## src/rtl/blowfish128_pkg.sv

```systemverilog
// Blowfish-128 Feistel controller shared types.
// State encoding, default sizing and the P-array index mapping.
package blowfish128_pkg;

    localparam int ROUNDS_DEF    = 16;
    localparam int IDX_W_DEF     = 5;
    localparam int F_TIMEOUT_DEF = 15;

    typedef enum logic [2:0] {
        S_IDLE,
        S_PRE,
        S_FWAIT,
        S_UPD,
        S_FIN1,
        S_FIN2,
        S_DONE
    } state_t;

    typedef enum logic [1:0] {
        K_ROUND,
        K_FIN1,
        K_FIN2
    } key_use_t;

    // Decryption walks the P-array backwards, including the two whitening keys.
    function automatic int subkey_idx(
        key_use_t kind,
        logic     dec,
        int       rnd,
        int       rounds
    );
        int idx;
        idx = 0;
        case (kind)
            K_ROUND: idx = dec ? (rounds + 1 - rnd) : rnd;
            K_FIN1:  idx = dec ? 0 : (rounds + 1);
            K_FIN2:  idx = dec ? 1 : rounds;
            default: idx = 0;
        endcase
        return idx;
    endfunction

endpackage

```

## src/rtl/blowfish128_feistel_ctrl.sv

```systemverilog
// Blowfish-128 round sequencer: drives an external F-function over a
// valid-level handshake and whitens the block with P-array subkeys.
module blowfish128_feistel_ctrl
    import blowfish128_pkg::*;
#(
    parameter int ROUNDS    = ROUNDS_DEF,
    parameter int IDX_W     = IDX_W_DEF,
    parameter int F_TIMEOUT = F_TIMEOUT_DEF
) (
    input  logic             Clk,
    input  logic             Rst,
    input  logic             Start,
    input  logic             Decrypt,
    input  logic [127:0]     DataIn,
    output logic [IDX_W-1:0] SubkeyIdx,
    input  logic [63:0]      SubkeyData,
    output logic             FEnable,
    output logic [63:0]      FX,
    input  logic [63:0]      FY,
    input  logic             FValid,
    output logic [127:0]     DataOut,
    output logic             OutValid,
    output logic             Busy,
    output logic             Error
);

    localparam int R_W = $clog2(ROUNDS + 1);
    localparam int T_W = $clog2(F_TIMEOUT + 1);

    state_t         state;
    logic [63:0]    lh;
    logic [63:0]    rh;
    logic [63:0]    fy_q;
    logic           dec;
    logic [R_W-1:0] rnd;
    logic [T_W-1:0] tcnt;

    // SubkeyIdx is registered one step ahead so it is stable in the
    // cycle that consumes SubkeyData.
    always_ff @(posedge Clk) begin
        if (Rst) begin
            state     <= S_IDLE;
            lh        <= '0;
            rh        <= '0;
            fy_q      <= '0;
            dec       <= 1'b0;
            rnd       <= '0;
            tcnt      <= '0;
            SubkeyIdx <= '0;
            FEnable   <= 1'b0;
            FX        <= '0;
            DataOut   <= '0;
            OutValid  <= 1'b0;
            Busy      <= 1'b0;
            Error     <= 1'b0;
        end else begin
            OutValid <= 1'b0;
            unique case (state)
                S_IDLE: begin
                    if (Start) begin
                        lh        <= DataIn[127:64];
                        rh        <= DataIn[63:0];
                        dec       <= Decrypt;
                        rnd       <= '0;
                        Error     <= 1'b0;
                        Busy      <= 1'b1;
                        SubkeyIdx <= IDX_W'(subkey_idx(K_ROUND, Decrypt, 0, ROUNDS));
                        state     <= S_PRE;
                    end
                end
                S_PRE: begin
                    lh        <= lh ^ SubkeyData;
                    FX        <= lh ^ SubkeyData;
                    FEnable   <= 1'b1;
                    tcnt      <= '0;
                    SubkeyIdx <= '0;
                    state     <= S_FWAIT;
                end
                S_FWAIT: begin
                    if (FValid) begin
                        fy_q    <= FY;
                        FEnable <= 1'b0;
                        state   <= S_UPD;
                    end else if (tcnt == T_W'(F_TIMEOUT - 1)) begin
                        Error   <= 1'b1;
                        FEnable <= 1'b0;
                        Busy    <= 1'b0;
                        state   <= S_IDLE;
                    end else begin
                        tcnt <= tcnt + T_W'(1);
                    end
                end
                S_UPD: begin
                    lh  <= rh ^ fy_q;
                    rh  <= lh;
                    rnd <= rnd + R_W'(1);
                    if (int'(rnd) + 1 < ROUNDS) begin
                        SubkeyIdx <= IDX_W'(subkey_idx(K_ROUND, dec, int'(rnd) + 1, ROUNDS));
                        state     <= S_PRE;
                    end else begin
                        SubkeyIdx <= IDX_W'(subkey_idx(K_FIN1, dec, 0, ROUNDS));
                        state     <= S_FIN1;
                    end
                end
                S_FIN1: begin
                    lh        <= rh ^ SubkeyData;
                    rh        <= lh;
                    SubkeyIdx <= IDX_W'(subkey_idx(K_FIN2, dec, 0, ROUNDS));
                    state     <= S_FIN2;
                end
                S_FIN2: begin
                    rh        <= rh ^ SubkeyData;
                    DataOut   <= {lh, rh ^ SubkeyData};
                    OutValid  <= 1'b1;
                    Busy      <= 1'b0;
                    SubkeyIdx <= '0;
                    state     <= S_DONE;
                end
                S_DONE: begin
                    state <= S_IDLE;
                end
                default: begin
                    state <= S_IDLE;
                end
            endcase
        end
    end

endmodule
```

## config.mk

```make
export PLATFORM = sky130hd
export DESIGN_NAME = blowfish128_feistel_ctrl
export DESIGN_NICKNAME = d
export VERILOG_FILES = /design/src/rtl/blowfish128_pkg.sv /design/src/rtl/blowfish128_feistel_ctrl.sv
export SDC_FILE = /design/constraint.sdc
export NUM_CORES = 1
export LEC_CHECK = 0
export ABC_AREA = 1
export BUFFER_PORTS_ARGS = -buffer_cell sky130_fd_sc_hd__clkbuf_2
export CAP_MARGIN = 20
export CORE_UTILIZATION = 25
export CTS_CLUSTER_DIAMETER = 40
export DETAILED_ROUTE_END_ITERATION = 10
export PLACE_DENSITY = 0.47
export SYNTH_ARGS = -nofsm -noshare
export SYNTH_HDL_FRONTEND = slang
export SYNTH_SLANG_ARGS = --single-unit
export TNS_END_PERCENT = 20
```

## constraint.sdc

```tcl
create_clock -name Clk -period 2.7 [get_ports Clk]
set_clock_uncertainty 0.15 [all_clocks]
set_input_delay 0.54 -clock Clk [delete_from_list [all_inputs] [get_ports Clk]]
set_output_delay 0.54 -clock Clk [all_outputs]
set_load 0.02 [all_outputs]
```

Word-level counts from Yosys, hierarchy flattened --
Cells that the tools add are included.
Cells by class: add/subtract/negate cells 4, $lt $le $gt $ge 1, eq/ne operators 11, mux-type cells 32, bitwise operators 3, reduce and logical (&&, ||, !) cells 21
Operators by type and width (number):
- one-hot mux 64 bit (4 select lines) | 1
- one-hot mux 64 bit (3 select lines) | 1
- XOR 64 bit | 3
- two-way mux 64 bit | 2
- two-way mux 5 bit | 7
- one-hot mux 5 bit (4 select lines) | 1
- one-hot mux 3 bit (6 select lines) | 1
- AND reduction 2 bit | 8
- two-way mux 3 bit | 4
- one-hot mux 5 bit (2 select lines) | 1
- two-way mux 1 bit | 8
- two-way mux 4 bit | 2
- inequality test 2 bit, second input constant | 4
- one-hot mux 4 bit (2 select lines) | 1
- AND reduction 4 bit | 2
- nonzero test 4 bit | 2
- adder 5 x 1 -> 6 bit, second input constant | 1
- == test 3 x 2 -> 1 bit, second input constant | 2
- == test 3 bit, second input constant | 2
- less-than comparator 6 x 5 -> 1 bit, second input constant | 1
- nonzero test 2 bit | 3
- nonzero test 3 bit | 2
- adder 5 x 1 -> 5 bit, second input constant | 1
- subtractor 5 bit, first input constant | 1
- other kinds (9) | 11
Storage, ports and cells: register bits 406, bits of input ports 261, output and inout port bits 201, logic and storage cells 86

Depth between registers and ports, before layout --
depth in word-level cells 5, gate-level depth with buffers 12, mapped depth without buffers 10

Worst setup path before layout --
No wires, ideal clock.
path type in2reg, from in Rst, to reg lh[40], library setup time 0.109 ns, data arrival time 1.442 ns, required time 2.441 ns, slack 0.999 ns, stages 6, path buffers 3, path through clkbuf_1 > clkbuf_1 > clkbuf_1 > nor2_1 > nand2_1 > inv_1
RTL lines:
- start, declared | RTL line blowfish128_feistel_ctrl.sv:11 | input logic Rst,
- end signal, assigned | RTL line blowfish128_feistel_ctrl.sv:61 | lh <= DataIn[127:64];
- end signal, assigned | RTL line blowfish128_feistel_ctrl.sv:72 | lh <= lh ^ SubkeyData;
- end signal, assigned | RTL line blowfish128_feistel_ctrl.sv:94 | lh <= rh ^ fy_q;
- end, declared | RTL line blowfish128_feistel_ctrl.sv:31 | logic [63:0] lh;

Worst setup path in the final report --
from reg state[1], to reg rh[34]
Between the ends: longest elaborated chain between the ends 4, elaborated cells between the ends (all ways) 9, those cells by class eq/ne: 4; mux: 1; reduce/logical: 4
RTL lines:
- start, declared | RTL line blowfish128_feistel_ctrl.sv:30 | state_t state;
- start signal, assigned | RTL line blowfish128_feistel_ctrl.sv:42 | state <= S_IDLE;
- start signal, assigned | RTL line blowfish128_feistel_ctrl.sv:68 | state <= S_PRE;
- start signal, assigned | RTL line blowfish128_feistel_ctrl.sv:77 | state <= S_FWAIT;
- == test 3 bit or == test 3 x 2 -> 1 bit (tied branches) | RTL line blowfish128_feistel_ctrl.sv:58 | unique case (state)
- OR reduction 2 bit (no line)
- nonzero test 3 bit (no line)
- AND reduction 2 bit (no line)
- end signal, assigned | RTL line blowfish128_feistel_ctrl.sv:62 | rh <= DataIn[63:0];
- end signal, assigned | RTL line blowfish128_feistel_ctrl.sv:95 | rh <= lh;
- end signal, assigned | RTL line blowfish128_feistel_ctrl.sv:107 | rh <= lh;
- end, declared | RTL line blowfish128_feistel_ctrl.sv:32 | logic [63:0] rh;
Several ways; a longest one is shown, not always the timed one. A chain may end at the register's enable or synchronous reset.

==> metrics.cfg <==
[run_status]
outcome = completed

[worst_setup_path]
crit_fanout = 32
worstPathArrival_ps = 2550
worstSetupPathType = reg -> reg
crit_path_start_kind = flip-flop
critPathRequiredTime_ps = 3070
crit_path_end_kind = flip-flop

[run]
maxCapViolations = 0

[drt]
drtIter0Drc = 1097
wl_per_cell_um = 18.6
ant_nets = 0
wl_um = 74400
vias_per_cell = 4.58
vias = 18300
drc = 0
first_pass_iters = 5

[clock_network]
clkSinkCount = 406
cts.repair.resized = 0
clk_pin_slew_ps = 50
ctsHtreeMaxLevel = 3
cts_tree = yes
cts-root-buf = clkbuf_16
numCtsBuffers = 87
clk-insertion-delay-late_ps = 610
clk_path_buf_depth = 3

[die]
rows = 98
die_h_um = 271
die_x_um = 271
start_util_pct = 25.3
num_io_pins = 462
dieArea_sq_um = 73500
coreArea_sq_um = 71600

[synthesis]
synth_cell_types = 27
ys_seq_elements = 406
synth_cells = 2531
ys_warn_count = 0
ys_seq_area_share_pct = 44.9
netlist_area_sq_um = 18100
syn_area_per_cell_sq_um = 7.16
synthesis.nets = 2796

[pwr]
clockPowerShare_pct = 49.0
swShare_pct = 31.1
p_comb_share_pct = 18.8
power_density_nw_per_um2 = 931
switching_power_w = 0.00715
p_int_w = 0.0159
ir_worst_vdd_uv = 500
seqPwrFrac_pct = 32.2
p_leak_nw = 11.3

[timing]
hold_violations = 0
setup_ws_ps = 520
maxSlewHeadroom_pct = 40.9
layout_min_cycle_time_ps = 2180
rsz0062_at_grt = no
setup_tns_ps = 0
tightest_slew_ps = 887
drv_slew = 0
setup_viol = 0
fin_crit_sh_pct = 80.7
max_freq_mhz = 459

[placement]
place_hpwl_um = 48000
post-place-ws_ps = 495
place_congestion = 0.796
port_buffers = 461

[global_routing]
grt_usage_pct = 19.5
antenna_found_initial = 7
grt_pass1_wl_um = 110000
grt_max_degree = 115
overflow = 0
grt_pass1_vias = 17600

[final_layout]
final_cell_mix = nand2_1, clkbuf_2, dfxtp_1, a21oi_1, nor2_1
drive_above_1_share_pct = 24.0
nFillCells = 7730
nets = 3224
syn_to_final_growth_pct = 36.3
final_common_cell = nand2_1

[hold_path]
hold_path.class = in -> reg

## path summary, 6_finish.rpt
| path | start | to | slack (ps) | depth (start not counted) |
|---|---|---|---|---|
| max | state[1] | rh[34] | 520 | 7 |
| min | FY[0] | fy_q[0] | 40 | 3 |
| max reg2reg | state[1] | rh[34] | 520 | 7 |
| min reg2reg | FX[23] | FX[23] | 310 | 2 |
## routing by layer
layer  GRT usage (%)  share of wire [%]
met1            26.0                 47
met2            32.5                 47
met3            2.67                3.8
met4            6.30                2.0
met5               0              0.013
## final cells by class
cell class	instances	area, sq um	area share [%]
multi-input cells	1842	8910	36.1
flip-flops and latches	406	8130	32.9
repair buffers	500	2870	11.6
clock buffers	108	2380	9.62
well taps	950	1190	4.81
clock inverters	55	742	3.00
inverters	122	469	1.90
diodes	6	15.0	0.0608
## kinds of logic (layout without fill, tap and decap cells)
logic type	count (synthesis)	in the layout	synth area share (%)
adder cells (fa/ha/maj)	4	4	0.276
AO/OA/AOI/OAI	620	620	17.3
XOR/XNOR	135	135	6.53
other	0	6	0
AND/OR/NAND/NOR	1083	1083	24.7
buffers and inverters	283	785	6.27
flip-flops	406	406	44.9
## through the flow
step	power [W]	instance area, sq um	hold slack [ps]	util, %	std cells
4_1_cts	0.0233	24700	1.28	34.5	3983
3_5_place_dp	0.0118	21500	305	30.1	3816
2_1_floorplan	0.0101	18100	298	-	2531
3_3_place_gp	0.0118	21500	306	30.1	3816
5_1_grt	0.0241	24700	38.7	34.5	3989
6_report	0.0230	24700	43.5	34.5	3989
## registers in the layout, indices dropped and copies added (netlist names)
register / count
DataOut: 128
FEnable: 1
fy_q: 64
state: 3
OutValid: 1
rh: 64
Error: 1
lh: 64
tcnt: 4
Busy: 1
dec: 1
rnd: 5
FX: 64
SubkeyIdx: 5
## synth_stat cells (all sizes together)
cell type	instances	area share, %
a21oi	406	11
a22oi	8	0.33
a31oi	2	0.069
and3	3	0.10
buf	64	1.7
clkbuf	97	2.0
dfxtp	406	45
ha	4	0.28
inv	122	2.5
nand2	551	11
nand3	82	2.3
nand4	53	1.8
nor2	332	6.9
o2111ai	1	0.048
o211a	1	0.055
o21ai	200	5.5
o21bai	2	0.083
or2	62	2.1
xnor2	53	2.6
xor2	82	4.0
## worst max-delay path: stages (launching register included)
cell	delay, ps
dfxtp_1	490
inv_2	70
nand3_1	270
nand2_4	120
nor2_4	150
buf_4	490
a21oi_1	160
a21oi_1	140
## power groups by stage
stage | Combinational (W) | Clock (W) | Sequential (W)
2_1_floorplan | 0.00260 | 0 | 0.00754
3_3_place_gp | 0.00433 | 0 | 0.00752
3_5_place_dp | 0.00434 | 0 | 0.00751
4_1_cts | 0.00436 | 0.0115 | 0.00740
5_1_grt | 0.00478 | 0.0118 | 0.00750
6_report | 0.00431 | 0.0113 | 0.00741
## timing repair
action | CTS | global route
endpoints found under the hold margin | 4 | 0
hold buffers | 4 | 0
buffers inserted | 0 | 0
(Power assumes the default switching activity.)
